### src/rtl/ratbrain_pkg.sv
// ratbrain_pkg: shared Q16.16 fixed-point format, neuron constants and saturation helper
package ratbrain_pkg;
  typedef logic signed [31:0] fixed_t;
  localparam int FRAC_BITS = 16;
  localparam fixed_t V_THRESH = 30 <<< FRAC_BITS;
  localparam fixed_t C_DEFAULT = -(65 <<< FRAC_BITS);
  localparam fixed_t D_DEFAULT = 8 <<< FRAC_BITS;
  function automatic fixed_t sat_fixed(input logic signed [33:0] x, input fixed_t lo, input fixed_t hi);
    return x > 34'(hi) ? hi : x < 34'(lo) ? lo : fixed_t'(x[31:0]);
  endfunction
endpackage

### src/rtl/aer_event_fifo.sv
// aer_event_fifo: synchronous FIFO with occupancy count; pushes when full and pops when empty are ignored
module aer_event_fifo #(
  parameter int DEPTH = 8,
  parameter int WIDTH = 4
) (
  input  logic                     clk,
  input  logic                     reset,
  input  logic                     push,
  input  logic                     pop,
  input  logic [WIDTH-1:0]         din,
  output logic [WIDTH-1:0]         dout,
  output logic [$clog2(DEPTH):0]   level,
  output logic                     full,
  output logic                     empty
);
  localparam int AW = $clog2(DEPTH);
  logic [WIDTH-1:0] mem [DEPTH];
  logic [AW-1:0] wp, rp;
  logic do_push, do_pop;
  assign full = level == (AW+1)'(DEPTH);
  assign empty = level == '0;
  assign do_push = push && !full;
  assign do_pop = pop && !empty;
  assign dout = mem[rp];
  // storage is not reset; only pointers and count define validity
  always_ff @(posedge clk)
    if (do_push) mem[wp] <= din;
  // pointer and occupancy bookkeeping
  always_ff @(posedge clk)
    if (reset) begin
      wp <= '0;
      rp <= '0;
      level <= '0;
    end else begin
      if (do_push) wp <= wp + 1'b1;
      if (do_pop) rp <= rp + 1'b1;
      level <= level + (AW+1)'(do_push) - (AW+1)'(do_pop);
    end
endmodule

### src/rtl/synaptic_current_accumulator.sv
// synaptic_current_accumulator: AER events -> weight lookup -> decaying saturating Q16.16 current
module synaptic_current_accumulator
  import ratbrain_pkg::*;
#(
  parameter int     N_SYN      = 16,
  parameter int     FIFO_DEPTH = 8,
  parameter int     TAU_SHIFT  = 3,
  parameter fixed_t I_BIAS     = 0,
  parameter fixed_t I_MAX      = 100 <<< 16,
  parameter fixed_t I_MIN      = -(100 <<< 16)
) (
  input  logic                          clk,
  input  logic                          reset,
  input  logic                          ev_valid,
  output logic                          ev_ready,
  input  logic [$clog2(N_SYN)-1:0]      ev_addr,
  input  logic                          w_we,
  input  logic [$clog2(N_SYN)-1:0]      w_addr,
  input  fixed_t                        w_data,
  output fixed_t                        I_out,
  output logic                          sat_pulse,
  output logic [$clog2(FIFO_DEPTH):0]   fifo_level
);
  localparam int AW = $clog2(N_SYN);
  fixed_t w_tab [N_SYN];
  fixed_t w_q, acc;
  logic w_q_vld, full, empty, pop;
  logic [AW-1:0] head;
  logic signed [33:0] sum;
  assign ev_ready = !reset && !full;
  assign pop = !empty && !w_we;
  assign I_out = acc;
  assign sum = 34'(acc) - 34'(acc >>> TAU_SHIFT) + 34'(I_BIAS) + (w_q_vld ? 34'(w_q) : 34'sd0);
  aer_event_fifo #(.DEPTH(FIFO_DEPTH), .WIDTH(AW)) u_fifo (
    .clk(clk),
    .reset(reset),
    .push(ev_valid && ev_ready),
    .pop(pop),
    .din(ev_addr),
    .dout(head),
    .level(fifo_level),
    .full(full),
    .empty(empty)
  );
  // single-ported weight table; writes stall lookups so they never collide
  always_ff @(posedge clk)
    if (reset) for (int i = 0; i < N_SYN; i++) w_tab[i] <= '0;
    else if (w_we) w_tab[w_addr] <= w_data;
  // stage 1: pop the head event and fetch its weight
  always_ff @(posedge clk)
    if (reset) begin
      w_q <= '0;
      w_q_vld <= 1'b0;
    end else begin
      w_q_vld <= pop;
      if (pop) w_q <= w_tab[head];
    end
  // stage 2: leaky integrate with clamp and one-cycle saturation flag
  always_ff @(posedge clk)
    if (reset) begin
      acc <= '0;
      sat_pulse <= 1'b0;
    end else begin
      acc <= sat_fixed(sum, I_MIN, I_MAX);
      sat_pulse <= sum > 34'(I_MAX) || sum < 34'(I_MIN);
    end
endmodule
### config.mk
export PLATFORM = sky130hd
export DESIGN_NAME = synaptic_current_accumulator
export DESIGN_NICKNAME = d
export VERILOG_FILES = /design/src/rtl/ratbrain_pkg.sv /design/src/rtl/aer_event_fifo.sv /design/src/rtl/synaptic_current_accumulator.sv
export SDC_FILE = /design/constraint.sdc
export NUM_CORES = 1
export LEC_CHECK = 0
export CORE_MARGIN = 3
export CORE_UTILIZATION = 60
export CTS_CLUSTER_SIZE = 8
export DETAILED_ROUTE_END_ITERATION = 8
export PLACE_DENSITY_LB_ADDON = 0.15
export SETUP_SLACK_MARGIN = 0.1
export SYNTH_ARGS = -nofsm -noshare
export SYNTH_HDL_FRONTEND = slang
export SYNTH_HIERARCHICAL = 1
export SYNTH_SLANG_ARGS = --single-unit
### constraint.sdc
create_clock -name clk -period 4.6 [get_ports clk]
set_input_delay 0.92 -clock clk [delete_from_list [all_inputs] [get_ports clk]]
set_output_delay 0.92 -clock clk [all_outputs]
set_load 0.01 [all_outputs]
==> results.json, run 1 <==
{
  "outcome": "finished clean",
  "dieWidth_um": 231.6,
  "multi_input_area_sq_um": 11830,
  "slew-limit-headroom": 0.2745,
  "synthToLayoutAreaGrowth_pct": 14.37,
  "cp-start-kind": "flip-flop",
  "period_share": 0.9465,
  "maxCapViolations": 0,
  "finalNetCount": 2414,
  "cts_root_buf": "clkbuf_16",
  "p_per_area_nw_per_um2": 572.6,
  "route.final.wire_length_um": 77940,
  "r2r_cells": 17,
  "pwr-share-clk": 0.288,
  "crit_type": "flip-flop to flip-flop",
  "synth_adder_area_share": 0.03736,
  "drt-pass1-iter-count": 5,
  "tightest_slew_ps": 1088,
  "drc": 0,
  "worstPathRequired_ps": 5120,
  "grt_overflow": 0,
  "clk_pin_slew_ps": 50,
  "worstHoldPathType": "flip-flop to flip-flop",
  "critPathSlowestCell": "fa_1",
  "vias": 18520,
  "hold_viol_final": 0,
  "coreArea_sq_um": 50170,
  "use_met2": 0.5060,
  "leakagePower_nw": 12.54,
  "internal-power_mw": 13.36,
  "vdd_drop_max_uv": 348.3,
  "synth_seq_cells": 623,
  "row_count": 82,
  "yosys.area_share.simple": 0.1654,
  "regArea_sq_um": 17920,
  "cts_tree": "built",
  "htreeDepth": 3,
  "dp_hpwl_um": 47190,
  "syn_nets": 2332,
  "final_util": 0.6962,
  "netlist_instances": 2216,
  "synth_top_cell_by_area": "edfxtp_1",
  "viasPerCell": 6.149,
  "finalSetupViolCount": 0,
  "cts.sinks": 623,
  "busiest_layer": "met2",
  "antenna_found_initial": 6,
  "synth_xor_area_frac": 0.005736,
  "grt_pass1_wl_um": 117200,
  "finalSetupTns_ps": 0,
  "cp_max_fo": 20,
  "avgRoutedWirePerCell_um": 25.88,
  "place.gp.congestion": 0.9189,
  "fin_skew_ps": 17.70,
  "grt_pass1_vias": 19020,
  "muxShareOfSynthArea": 0.1295,
  "ioPinCount": 82,
  "crit_arrival_ps": 4870,
  "path_cells": "buf_12 > nand2_1 > fa_1 > inv_1 > ha_1 > a21o_1 > a221oi_2 > o31a_1 > a21oi_2 > buf_4 > a311oi_1 > nand3_1 > a311oi_2 > nand4b_1 > o21a_1 > buf_12 > nor4b_4",
  "postCtsHoldBufs": 0,
  "ys_seq_area_frac": 0.5867,
  "io_buffers": 81,
  "yosys-top-cells-area": "edfxtp_1 (53%), mux4_2 (12%), and2_1 (11%), dfxtp_1 (5.2%), fa_1 (2.1%)",
  "p_comb_frac": 0.370,
  "synth_edf_count": 544,
  "fp.dieH_um": 231.6,
  "synth.most_common_cell": "edfxtp_1",
  "rsz0062_at_grt": "false",
  "synth_ff_type": "edfxtp_1",
  "use_met3": 0.05138,
  "finalCriticalPeriod_ps": 4354,
  "grt_max_degree": 109,
  "cp_slowest_stage_delay_ps": 480,
  "syn_area_per_cell_sq_um": 13.78,
  "worst_hold_path.num_cells": 2,
  "netlist-cell-type-count": 80,
  "async_reset_ff_frac": 0,
  "cts_buffer_depth": 3,
  "netlist_top_cells_count": "edfxtp_1 (544), and2_1 (522), mux4_2 (160)",
  "end_kind": "flip-flop",
  "p_switching_mw": 6.640,
  "drtIter0Drc": 1762,
  "synth_area_sq_um": 30540,
  "n_fill_cell": 3407,
  "drive_gt1_frac": 0.1815,
  "power_frac_seq": 0.343,
  "final-max-slew-violation-count": 0,
  "fmax_ghz": 0.2297,
  "cpMostUsedCell": "buf_12",
  "cts_buffers": 87,
  "dieArea_sq_um": 53640,
  "yosys_warnings": 6,
  "start_util": 0.6087,
  "antenna_left": 0,
  "clk_latency_ps": 610,
  "switching_share": 0.3320,
  "track_usage": 0.2961,
  "synth-compound-area-share": 0.04257,
  "use_met1": 0.3894,
  "synth_top_family_by_area": "simple AND/OR/NAND/NOR gates",
  "netlist.area_leader.share": 0.5349
}
[cells by family (layout without fill, tap and decap cells)]
kind of cell / count (synthesis) / after routing
AO/OA/AOI/OAI: 194 / 194
XOR/XNOR: 20 / 20
adder cells (fa/ha/maj): 72 / 72
buffers and inverters: 258 / 378
flip-flops: 623 / 623
multiplexers: 181 / 181
other: 0 / 4
AND/OR/NAND/NOR: 868 / 868
[placed cells by master, fill, tap and decap left out, drive strengths merged, types with 12 or more instances in the layout]
| cell | count |
|---|---|
| a211oi | 12 |
| a21oi | 77 |
| and2 | 522 |
| buf | 74 |
| clkbuf | 125 |
| clkdlybuf4s50 | 80 |
| dfxtp | 79 |
| edfxtp | 544 |
| fa | 32 |
| ha | 40 |
| inv | 98 |
| mux4 | 168 |
| nand2 | 142 |
| nand3 | 18 |
| nand4 | 18 |
| nor2 | 56 |
| nor3 | 29 |
| o21ai | 32 |
| or2 | 20 |
| xnor2 | 13 |
[power groups by stage]
stage               Sequential [mW]  Clock, mW  Combinational (mW)
floorplan                      6.88          0                4.96
global placement               6.93          0                7.09
detailed placement             6.95          0                7.13
CTS                            6.85       5.82                7.17
global route                   6.89       6.06                7.97
finish                         6.85       5.75                7.39
[worst paths after layout]
| kind | slack (ps) | start | to |
|---|---|---|---|
| min reg2reg | 460 | w_q[17] | w_q[17] |
| max | 250 | w_q_vld | I_out[17] |
| min | 460 | w_q[17] | w_q[17] |
| max reg2reg | 250 | w_q_vld | I_out[17] |
[per-layer routing]
metal  vias up  share of wire
li1       8203              -
met1      9431           0.39
met2       741           0.51
met3       143          0.067
met4         2          0.026
met5         -        0.00012
[sequential cells by signal, summed over array words and instances (netlist names), 3 cells and up, named ones only]
name          count
I_out            32
u_fifo/level      4
u_fifo/mem       32
u_fifo/rp         3
u_fifo/wp         3
w_q              32
w_tab           512
[area by class of cell]
cell class | instances | share of cell area
diodes | 4 | 0.0002866
clock buffers | 124 | 0.06813
clock inverters | 3 | 0.0009672
inverters | 96 | 0.01032
multi-input cells | 1335 | 0.3386
flip-flops and latches | 623 | 0.5131
well taps | 672 | 0.02407
repair buffers | 155 | 0.04456
[what timing repair did]
action	4_1_cts	5_1_grt
gates resized for setup	3	26
pin swaps	0	7
cloned	0	1
setup buffers	0	3
endpoints found under the setup margin	3	24
[critical path: cells and delay by family (launching register included)]
family          cells  cell delay (ps)
buf+inv             4              550
fa+ha+maj           2              850
compound gates      7             1760
simple gates        4              670
flops               1              430
[metrics by stage]
step | worst slack [ps] | hold slack (ps) | area (sq um) | cells | power [mW]
after global routing | 4.992 | 479.4 | 34930 | 3012 | 20.92
final | 246.1 | 456.2 | 34930 | 3012 | 20.00
after CTS | 100.6 | 456.9 | 34760 | 3004 | 19.83
after detailed placement | 29.63 | 449.4 | 32330 | 2877 | 14.08
after floorplan | 527.2 | 431.7 | 30540 | 2216 | 11.84
after global placement | 119.3 | 445.1 | 32330 | 2877 | 14.02
Note: power is estimated with default switching activity, not from simulation.
==> run 2: changes to the inputs <==
==> constraint.sdc (replaced) <==
create_clock -name clk -period 4.6 [get_ports clk]
set_input_delay 0.46 -clock clk [delete_from_list [all_inputs] [get_ports clk]]
set_output_delay 0.46 -clock clk [all_outputs]
set_load 0.01 [all_outputs]
==> run 2 against run 1 <==
  * Power shrank 0.17%
  * Non-clock buffer count grew 7
  * Wire length shrank 0.87%
  * Cell count grew 0.27%
  * Core utilization shrank 0.14 points
  * Sequential share of layout area grew 0.10 points
  * Combinational power shrank 1%
  * Clock skew grew 3.6 ps
  * Critical endpoint unchanged
==> results.json, run 2 (same netlist as run 1, synthesis figures left out) <==
{
  "outcome": "finished clean",
  "vdd_drop_max_uv": 344.8,
  "antenna_left": 0,
  "setup_ws_ps": 239.0,
  "viasPerCell": 6.206,
  "final-max-slew-violation-count": 0,
  "finalSetupTns_ps": 0,
  "p_per_area_nw_per_um2": 572.8,
  "dp_slack_ps": 141.2,
  "dieArea_sq_um": 53640,
  "io_buffers": 81,
  "power_frac_seq": 0.343,
  "pwr-share-clk": 0.291,
  "fmax_ghz": 0.2293,
  "cp_max_fo": 20,
  "n_fill_cell": 3382,
  "wl_met3_um": 5609,
  "dieWidth_um": 231.6,
  "critPathSlowestCell": "fa_1",
  "fin_skew_ps": 21.31,
  "hold_viol_final": 0,
  "grt_max_degree": 104,
  "htreeDepth": 3,
  "dp_hpwl_um": 46700,
  "place_inst": 2882,
  "drive_gt1_frac": 0.1811,
  "final_common_cell": "edfxtp_1",
  "cts.sinks": 623,
  "route.final.wire_length_um": 77260,
  "grt_pass1_wl_um": 117000,
  "grt_pass1_vias": 19420,
  "cp-start-kind": "flip-flop",
  "place.gp.congestion": 0.9324,
  "leakagePower_nw": 12.54,
  "multi_input_area_sq_um": 11750,
  "cts_tree": "built",
  "worstPathRequired_ps": 5130,
  "wl_met1_um": 29670,
  "cts_root_buf": "clkbuf_16",
  "drtIter0Drc": 1916,
  "row_count": 82,
  "cts_buffers": 88,
  "clk_latency_ps": 620,
  "coreArea_sq_um": 50170,
  "start_util": 0.6087,
  "antenna_found_initial": 1,
  "vias": 18740,
  "postCtsHoldBufs": 0,
  "tightest_slew_ps": 1132,
  "avgRoutedWirePerCell_um": 25.58,
  "regArea_sq_um": 17920,
  "cts_buffer_depth": 3,
  "switching_share": 0.3319,
  "largest_register": "w_tab",
  "cpMostUsedCell": "buf_12",
  "final_cells": 3020,
  "slew-limit-headroom": 0.2452,
  "finalCriticalPeriod_ps": 4361,
  "fp.dieH_um": 231.6,
  "finalNetCount": 2422,
  "final_cell_mix": "edfxtp_1 (544), and2_1 (522), mux4_2 (160)",
  "worstHoldPathType": "input port to flip-flop",
  "drc": 0,
  "clk_pin_slew_ps": 50,
  "period_share": 0.9480,
  "drt-pass1-iter-count": 5,
  "internal-power_mw": 13.34,
  "largest_reg_flops": 512,
  "cp_slowest_stage_delay_ps": 540,
  "path_cells": "buf_12 > nand2_1 > fa_1 > inv_1 > ha_1 > a211oi_1 > nor4_2 > a211o_4 > a21oi_2 > xnor2_1 > or4b_1 > a311oi_1 > nand4b_1 > o21a_1 > buf_12 > nor4b_4",
  "crit_type": "flip-flop to flip-flop",
  "grt_overflow": 0,
  "track_usage": 0.2959,
  "place_area_sq_um": 32280,
  "crit_arrival_ps": 4890,
  "end_kind": "flip-flop",
  "synthToLayoutAreaGrowth_pct": 14.14,
  "rsz0062_at_grt": "false",
  "maxCapViolations": 0,
  "ioPinCount": 82,
  "p_comb_frac": 0.366,
  "route.met2.wl_um": 39320,
  "finalSetupViolCount": 0,
  "final_cell_area_sq_um": 34860,
  "p_switching_mw": 6.626,
  "highest_layer": "met4",
  "fin_hold_ws_ps": 197.2
}
==> run 2: cell count changes in the layout (fill, tap and decap cells not counted), sizes merged <==
cell / delta
buf: +7
clkinv: +3
clkinvlp: +1
diode: -3
==> run 2: path summary, 6_finish.rpt <==
check	from	end	slack (ps)	depth (start not counted)
hold reg to reg	w_q[17]	w_q[17]	450	2
setup / recovery	w_q_vld	I_out[17]	240	16
hold / removal	reset	u_fifo/level[1]	200	2
setup reg to reg	w_q_vld	I_out[17]	240	16
==> run 2: final cells by class <==
cell class                      count  area share
Antenna cell                        1  0.00007179
Clock buffer                      124     0.06795
Clock inverter                      7    0.002584
Inverter                           96     0.01034
Multi-Input combinational cell   1335      0.3372
Sequential cell                   623      0.5141
Tap cell                          672     0.02412
Timing Repair Buffer              162     0.04365
==> run 2: critical path, delay by kind of cell, from the launching register on <==
kind | cells | cell delay (ps)
XOR/XNOR | 1 | 140
AO/OA/AOI/OAI | 5 | 1360
flip-flops | 1 | 390
AND/OR/NAND/NOR | 5 | 1160
buffers and inverters | 3 | 380
adder cells (fa/ha/maj) | 2 | 830
==> run 2: routing by layer <==
layer	track usage	vias up
met3	0.04646	181
met5	0	-
li1	-	8231
met4	0.1189	0
met2	0.5014	761
met1	0.3873	9570
==> run 2: what timing repair did <==
action	in CTS	in global routing
setup buffers	0	5
gates resized for setup	0	12
endpoints found under the setup margin	0	22
==> run 2: power by group through the flow <==
stage	clock [mW]	sequential, mW	combinational (mW)
after floorplan	0	6.88	4.96
after global placement	0	6.92	7.11
after detailed placement	0	6.95	7.14
after CTS	5.89	6.84	7.17
after global routing	6.14	6.89	7.87
final	5.82	6.85	7.30
==> run 2: per-stage QoR <==
stage,power (mW),utilization
2_1_floorplan,11.84,-
3_3_place_gp,14.03,0.6434
5_1_grt,20.90,0.6947
4_1_cts,19.90,0.6924
3_5_place_dp,14.08,0.6434
6_report,19.96,0.6948
